## config.mk

```make
export PLATFORM = sky130hd
export DESIGN_NAME = pc_unit
export DESIGN_NICKNAME = d
export VERILOG_FILES = /design/src/rtl/pc_unit.sv
export SDC_FILE = /design/constraint.sdc
export NUM_CORES = 1
export LEC_CHECK = 0
export BUFFER_PORTS_ARGS = -buffer_cell sky130_fd_sc_hd__buf_2
export CAP_MARGIN = 25
export CORE_AREA = 3 3 157 159
export CTS_CLUSTER_DIAMETER = 100
export DETAILED_ROUTE_END_ITERATION = 10
export DIE_AREA = 0 0 160 162
export PLACE_DENSITY = 0.67
export SYNTH_ARGS = -nofsm -noshare
export SYNTH_HDL_FRONTEND = slang
export SYNTH_SLANG_ARGS = --single-unit
```

## constraint.sdc

```tcl
create_clock -name clk -period 10.6 [get_ports clk]
set_input_delay 0.53 -clock clk [delete_from_list [all_inputs] [get_ports clk]]
set_output_delay 0.53 -clock clk [all_outputs]
set_load 0.02 [all_outputs]
```

## src/rtl/pc_unit.sv

```systemverilog
// Program-counter unit: next-PC selection with redirect priority, fetch valid/ready
// handshake and a small circular return-address stack.
module pc_unit #(
  parameter int unsigned     WIDTH        = 32,
  parameter logic [WIDTH-1:0] RESET_VECTOR = '0,
  parameter logic [WIDTH-1:0] EXC_VECTOR   = 'h80,
  parameter int unsigned     INC          = 4,
  parameter int unsigned     RAS_DEPTH    = 4
) (
  input  logic             clk,
  input  logic             rst,
  input  logic             i_stall,
  input  logic             i_fetch_ready,
  input  logic             i_branch_taken,
  input  logic [WIDTH-1:0] i_branch_offset,
  input  logic             i_jump,
  input  logic [WIDTH-3:0] i_jump_target,
  input  logic             i_jr,
  input  logic [WIDTH-1:0] i_jr_target,
  input  logic             i_call,
  input  logic             i_ret,
  input  logic             i_exception,
  output logic [WIDTH-1:0] o_pc_out,
  output logic             o_pc_valid,
  output logic [WIDTH-1:0] o_pc_plus_inc,
  output logic             o_ras_empty,
  output logic             o_ras_overflow
);

  localparam int unsigned PtrW = (RAS_DEPTH > 1) ? $clog2(RAS_DEPTH) : 1;
  localparam int unsigned CntW = $clog2(RAS_DEPTH + 1);

  typedef enum logic [1:0] {
    StBoot,
    StRun,
    StRedir
  } state_e;

  state_e           r_state, w_state_d;
  logic [WIDTH-1:0] r_pc, w_pc_d;
  logic [WIDTH-1:0] w_pc_plus_inc;
  logic [WIDTH-1:0] w_region_target;
  logic [WIDTH-1:0] w_branch_target;

  logic [WIDTH-1:0] r_ras_mem [RAS_DEPTH];
  logic [PtrW-1:0]  r_ras_wr;
  logic [CntW-1:0]  r_ras_cnt;
  logic             r_ras_ovf;
  logic [PtrW-1:0]  w_ras_top_idx;
  logic [WIDTH-1:0] w_ras_top;
  logic             w_ras_empty;
  logic             w_ras_full;
  logic             w_push;
  logic             w_pop;
  logic             w_unused_jt;

  assign w_pc_plus_inc   = r_pc + WIDTH'(INC);
  assign w_branch_target = w_pc_plus_inc + (i_branch_offset << 2);
  // Region jump: top 4 bits from pc+INC, the rest from the word index; the index bits
  // that would land in the region field are dropped.
  assign w_region_target = {w_pc_plus_inc[WIDTH-1:WIDTH-4], i_jump_target[WIDTH-7:0], 2'b00};
  assign w_unused_jt     = ^i_jump_target[WIDTH-3:WIDTH-6];

  assign w_ras_empty   = (r_ras_cnt == '0);
  assign w_ras_full    = (r_ras_cnt == CntW'(RAS_DEPTH));
  assign w_ras_top_idx = r_ras_wr - PtrW'(1);
  assign w_ras_top     = r_ras_mem[w_ras_top_idx];

  always_comb begin
    w_state_d = r_state;
    w_pc_d    = r_pc;
    w_push    = 1'b0;
    w_pop     = 1'b0;
    if (i_exception) begin
      w_pc_d    = EXC_VECTOR;
      w_state_d = StRedir;
    end else begin
      unique case (r_state)
        StBoot:  w_state_d = StRun;
        StRedir: w_state_d = StRun;
        StRun: begin
          if (!i_stall) begin
            if (i_ret) begin
              w_pc_d    = w_ras_empty ? i_jr_target : w_ras_top;
              w_pop     = !w_ras_empty;
              w_state_d = StRedir;
            end else if (i_jr) begin
              w_pc_d    = i_jr_target;
              w_state_d = StRedir;
            end else if (i_call) begin
              w_pc_d    = w_region_target;
              w_push    = 1'b1;
              w_state_d = StRedir;
            end else if (i_jump) begin
              w_pc_d    = w_region_target;
              w_state_d = StRedir;
            end else if (i_branch_taken) begin
              w_pc_d    = w_branch_target;
              w_state_d = StRedir;
            end else if (i_fetch_ready) begin
              w_pc_d = w_pc_plus_inc;
            end
          end
        end
        default: w_state_d = StBoot;
      endcase
    end
  end

  always_ff @(posedge clk or negedge rst) begin
    if (!rst) begin
      r_state <= StBoot;
      r_pc    <= RESET_VECTOR;
    end else begin
      r_state <= w_state_d;
      r_pc    <= w_pc_d;
    end
  end

  // A push when full advances the write pointer over the oldest entry.
  always_ff @(posedge clk or negedge rst) begin
    if (!rst) begin
      r_ras_wr  <= '0;
      r_ras_cnt <= '0;
      r_ras_ovf <= 1'b0;
    end else if (w_push) begin
      r_ras_wr <= r_ras_wr + PtrW'(1);
      if (w_ras_full) begin
        r_ras_ovf <= 1'b1;
      end else begin
        r_ras_cnt <= r_ras_cnt + CntW'(1);
      end
    end else if (w_pop) begin
      r_ras_wr  <= w_ras_top_idx;
      r_ras_cnt <= r_ras_cnt - CntW'(1);
    end
  end

  always_ff @(posedge clk) begin
    if (w_push) begin
      r_ras_mem[r_ras_wr] <= w_pc_plus_inc;
    end
  end

  assign o_pc_out       = r_pc;
  assign o_pc_valid     = (r_state == StRun);
  assign o_pc_plus_inc  = w_pc_plus_inc;
  assign o_ras_empty    = w_ras_empty;
  assign o_ras_overflow = r_ras_ovf;

endmodule

```

== Yosys cells after proc, flatten, opt, wreduce, memory -nomap -nowiden ==
Memory sizes are Yosys's and may differ from the RTL's.
Index checks and enable logic that the tools add are counted.

* Flip-flop bits (word level): 40
* RAM bits: 128
* Bits of input ports: 104
* Output and inout port bits: 67
* Word-level logic and storage cells: 65
* Memories kept: 1

{| class="wikitable"
|+ Memories
! memory !! words !! bits a word !! rd ports !! clocked after memory_dff !! write ports !! RTL line !! source
|-
| r_ras_mem || 4 || 32 || 1 || 0 || 1 || 45 || <nowiki>logic [WIDTH-1:0] r_ras_mem [RAS_DEPTH];</nowiki>
|}

* Add/subtract/negate cells: 6
* Equal/unequal tests: 7
* Mux-type cells: 35
* Reduce and logical (&&, ||, !) cells: 11

{| class="wikitable"
|+ Operators with widths
! operator !! count
|-
| $mux 32 || 10
|-
| $add 32x3->32 const B || 1
|-
| $add 32x32->32 || 1
|-
| $mux 2 || 9
|-
| $mux 1 || 12
|-
| $mux 3 || 3
|-
| $ne 7x7->1 const B || 1
|-
| $reduce_bool 7->1 || 1
|-
| $reduce_and 2->1 || 3
|-
| $pmux 2 s2 || 1
|-
| $reduce_bool 2->1 || 2
|-
| $add 3x1->3 const B || 1
|-
| $eq 3x3->1 const B || 1
|-
| $logic_not 3->1 || 1
|-
| $ne 3x3->1 const B || 1
|-
| $reduce_and 3->1 || 1
|-
| $sub 3x1->3 const B || 1
|-
| $add 2x1->2 const B || 1
|-
| $eq 2x1->1 const B || 1
|-
| $eq 2x2->1 const B || 1
|-
| $logic_not 2->1 || 1
|-
| $ne 2x1->1 const B || 1
|-
| $ne 2x2->1 const B || 1
|-
| $reduce_or 2->1 || 1
|-
| other kinds (2) || 2
|}

== Depth between registers and ports, before layout ==
* Depth after elaboration: 10
* Gate-level depth with buffers: 17
* Mapped depth without buffers: 17

== Least setup slack after synthesis ==
Ideal clock, no wire load.

* Path type: register -> register
* Start point: register r_pc[2] (netlist: o_pc_out[2])
* End point: register r_pc[29] (netlist: o_pc_out[29])
* Library setup time: 140 ps
* Arrival time: 4063 ps
* Required time: 10460 ps
* Slack: 6397 ps
* Stages on the path, launching flop included: 17
* Buffers on the path: 1
* Clock period less this slack: 4203 ps
* Cell sequence: dfrtp_1 -> ha_1 -> nand4_1 -> nor3_1 -> and3_1 -> nand2_1 -> xnor2_1 -> ha_1 -> clkbuf_1 -> a31oi_1 -> a21boi_0 -> o211a_1 -> o31a_1 -> o21ai_0 -> o21ai_0 -> xnor2_1 -> o221ai_1

* Cells in the longest elaborated chain, start to end: 10
* Elaborated cells on any way between the ends: 11
* Classes of those cells: add/sub: 2; mux: 9

{| class="wikitable"
|+ Ends and longest elaborated chain
! element !! RTL line !! source
|-
| from (decl) || 40 || <nowiki>logic [WIDTH-1:0] r_pc, w_pc_d;</nowiki>
|-
| from (signal assigned) || 116 || <nowiki>r_pc <= w_pc_d;</nowiki>
|-
| $add 32x3->32 || 57 || <nowiki>assign w_pc_plus_inc = r_pc + WIDTH'(INC);</nowiki>
|-
| via o_pc_plus_inc[20] || 25 || <nowiki>output logic [WIDTH-1:0] o_pc_plus_inc,</nowiki>
|-
| $add 32x32->32 || 58 || <nowiki>assign w_branch_target = w_pc_plus_inc + (i_branch_offset << 2);</nowiki>
|-
| $mux 32 || 97 || <nowiki>end else if (i_branch_taken) begin</nowiki>
|-
| $mux 32 || 94 || <nowiki>end else if (i_jump) begin</nowiki>
|-
| $mux 32 || 90 || <nowiki>end else if (i_call) begin</nowiki>
|-
| $mux 32 || 87 || <nowiki>end else if (i_jr) begin</nowiki>
|-
| $mux 32 || 83 || <nowiki>if (i_ret) begin</nowiki>
|-
| $mux 32 || 82 || <nowiki>if (!i_stall) begin</nowiki>
|-
| $mux 32 || 78 || <nowiki>unique case (r_state)</nowiki>
|-
| $mux 32 || 74 || <nowiki>if (i_exception) begin</nowiki>
|}

The timed path passes the listed nets, and every way through them passes these cells. The select of a mux whose other input is x is not followed.
A chain may end at the register's enable or synchronous reset.

== Worst setup path in the final report ==
* Start point: register r_pc[2] (netlist: o_pc_out[2])
* End point: register r_pc[29] (netlist: o_pc_out[29])

* Cells in the longest elaborated chain, start to end: 10
* Elaborated cells on any way between the ends: 11
* Classes of those cells: add/sub: 2; mux: 9

{| class="wikitable"
|+ Ends and longest elaborated chain
! element !! RTL line
|-
| $add 32x3->32 * || 57
|-
| $add 32x32->32 or $mux 32 (tied branches) || 58, 100
|-
| $mux 32 || 97
|-
| $mux 32 || 94
|-
| $mux 32 * || 90
|-
| $mux 32 * || 87
|-
| $mux 32 * || 83
|-
| $mux 32 * || 82
|-
| $mux 32 * || 78
|-
| $mux 32 * || 74
|}

Mark *: on every way between the ends. The rest lies on a longest branch, timed or not. The select of a mux whose other input is x is not followed.

==> flow_metrics.env <==
export IMPL_p_clk_frac=0.251
export IMPL_dr_pass1_iters=5
export IMPL_gp_congestion=0.858
export IMPL_yosys_warnings=0
export IMPL_ys_seq_elements=168
export IMPL_cts_tree="built"
export IMPL_synthFlopType="edfxtp_1"
export IMPL_rsz0062_at_grt="no"
export IMPL_wl_per_cell_um=21.9
export IMPL_htreeDepth=4
export IMPL_grt_overflow=0
export IMPL_die_area_um2=25900
export IMPL_dp_hpwl_um=20400
export IMPL_dr_total_vias=7969
export IMPL_final_cells=1380
export IMPL_core_um2=23400
export IMPL_whs_ns=0.226
export IMPL_grt_pass1_vias=7694
export IMPL_max_slew_margin_rel=0.499
export IMPL_ant_nets=0
export IMPL_fin_nets=1193
export IMPL_max_freq_mhz=218
export IMPL_root_buffer="clkbuf_16"
export IMPL_track_usage=0.231
export IMPL_cp_end_kind="register"
export IMPL_synth_distinct_cells=64
export IMPL_period_share=0.433
export IMPL_async_reset_ff_frac=0.238
export IMPL_antenna_cells=0
export IMPL_outcome="completed"
export IMPL_cts_resized=0
export IMPL_clk_pin_slew_ns=0.07
export IMPL_cts_sinks=168
export IMPL_ys_seq_area_frac=0.497
export IMPL_synth_edff_count=128
export IMPL_synthCells=897
export IMPL_setup_tns_final_ns=0
export IMPL_drt_total_wl_um=30300
export IMPL_p_switching_w=0.000936
export IMPL_synthesis_nets=1042
export IMPL_hold_class="input port to async pin"
export IMPL_clockBufferDepth=2
export IMPL_skew_ns=0.0113
export IMPL_startpoint="o_pc_out[2]"
export IMPL_syn_cell_area_um2=9750
export IMPL_cts_buffers=17
export IMPL_powerDensity_nw_per_um2=218
export IMPL_cp_required_ns=10.88
export IMPL_drt_iter0_drc=697
export IMPL_path_class="register to register"
export IMPL_power_frac_seq=0.331
export IMPL_syn_to_final_growth_pct=18.0
export IMPL_leakagePower_nw=4.63
export IMPL_avgSynthCellArea_um2=10.9
export IMPL_final_common_cell="buf_2"
export IMPL_vdd_drop_max_v=0.000121
export IMPL_maxCapViolCount=0
export IMPL_grt_start_max_net_pins=45
export IMPL_combinationalPowerShare=0.418
export IMPL_cp_data_arrival_time_ns=4.88
export IMPL_die_h_um=162
export IMPL_clk_latency_ns=0.43
export IMPL_io_buffers=164
export IMPL_power_share_switching=0.374
export IMPL_min_period_ns=4.59
export IMPL_rr_startpoint="o_pc_out[2]"
export IMPL_drc=0
export IMPL_start_util=0.417
export IMPL_antenna_found_initial=0
export IMPL_p_int_w=0.00157
export IMPL_worst_pin_slew_ns=0.746
export IMPL_critPathLaunchType="register"
export IMPL_postCtsSetupBuffers=0
export IMPL_ctsHoldBuffers=0
export IMPL_num_io_pins=171
export IMPL_layout_drive_gt1_share=0.240
export IMPL_final_cell_mix="buf_2, nand2_1, edfxtp_1"
export IMPL_finalSetupViolCount=0
export IMPL_hold_viol=0
export IMPL_critPathMaxFanout=10
export IMPL_via_per_inst=5.77
export IMPL_die_x_um=160
export IMPL_placed_cells=1348
export IMPL_grt_pass1_wl_um=45300
export IMPL_drv_slew=0
export IMPL_rows=56
==> synth_stat cells, types with 7 or more instances <==
cell type | number | area, µm²
a211oi_1 | 30 | 225
a21o_1 | 11 | 82.6
a21oi_1 | 54 | 270
a22o_1 | 8 | 70.1
a31oi_1 | 18 | 113
and2_1 | 9 | 56.3
clkbuf_1 | 40 | 150
dfrtp_1 | 40 | 1000
edfxtp_1 | 128 | 3840
ha_1 | 39 | 488
inv_1 | 19 | 71.3
mux2i_1 | 8 | 80.1
mux4_2 | 32 | 721
nand2_1 | 130 | 488
nand3_1 | 37 | 185
nor2_1 | 60 | 225
nor2b_1 | 7 | 43.8
nor3_1 | 10 | 50.1
o211ai_1 | 18 | 135
o21ai_0 | 56 | 280
or3_1 | 7 | 43.8
xnor2_1 | 30 | 263
xor2_1 | 19 | 166
==> flip-flops by register name (all words and copies together) (netlist names) <==
register / cells
o_pc_out: 32
o_ras_overflow: 1
r_ras_cnt: 3
r_ras_mem: 128
r_ras_wr: 2
r_state: 2
==> cells by family after synthesis <==
| kind of cell | synth area share |
|---|---|
| buf+inv | 0.0281 |
| xor+xnor | 0.0440 |
| mux | 0.0821 |
| simple gates | 0.134 |
| compound gates | 0.161 |
| fa+ha+maj | 0.0541 |
| flops | 0.497 |
==> worst paths after layout <==
kind / cells after the start / end / slack, ns
setup / recovery: 16 / o_pc_out[29] / 6.01
hold / removal: 2 / o_pc_out[9] / 0.23
setup reg to reg: 16 / o_pc_out[29] / 6.01
hold reg to reg: 1 / r_state[0] / 0.44
max in group asynchronous: 2 / r_ras_wr[0] / 9.88
min in group clk: 3 / o_pc_out[17] / 0.40
==> power groups by stage <==
stage               registers, W  logic, W  clock network, W
floorplan               0.000862  0.000721                 0
global route            0.000836   0.00114          0.000664
finish                  0.000829   0.00105          0.000630
detailed placement      0.000842   0.00104                 0
CTS                     0.000829   0.00105          0.000634
global placement        0.000840   0.00103                 0
==> final cells by class <==
type                            instances  area, µm²
Sequential cell                       168       4850
Timing Repair Buffer                  182        956
Clock buffer                           24        472
Inverter                               19       71.3
Multi-Input combinational cell        660       4640
Tap cell                              319        399
Clock inverter                          8        123
Fill cell                            2146      11900
==> through the flow <==
step,util,cell area (µm²),power [W],setup WS [ns]
3_5_place_dp,0.466,10900,0.00188,6.08
6_report,0.492,11500,0.00251,6.01
3_3_place_gp,0.466,10900,0.00187,6.16
2_1_floorplan,-,9750,0.00158,6.40
4_1_cts,0.492,11500,0.00251,6.05
5_1_grt,0.492,11500,0.00264,5.61
==> per-layer routing <==
layer  wire length, µm  global-route usage
met1             12800               0.305
met2             14200               0.374
met3              2520              0.0599
met4               788              0.0742
met5                 0                   0
==> worst max-delay path, stage by stage (launching register included) <==
cell and delay, ns:
dfrtp_1 0.47, ha_1 0.24, nand4_1 0.17, nor3_1 0.18, buf_4 0.21, and3_1 0.22, nand2_1 0.08, xnor2_1 0.53
ha_1 0.45, a31oi_1 0.24, a21boi_0 0.43, o211a_1 0.20, o31a_1 0.23, o21ai_0 0.18, o21ai_0 0.25, xnor2_1 0.21
o221ai_1 0.16
Note: power is estimated with default switching activity, not from simulation.
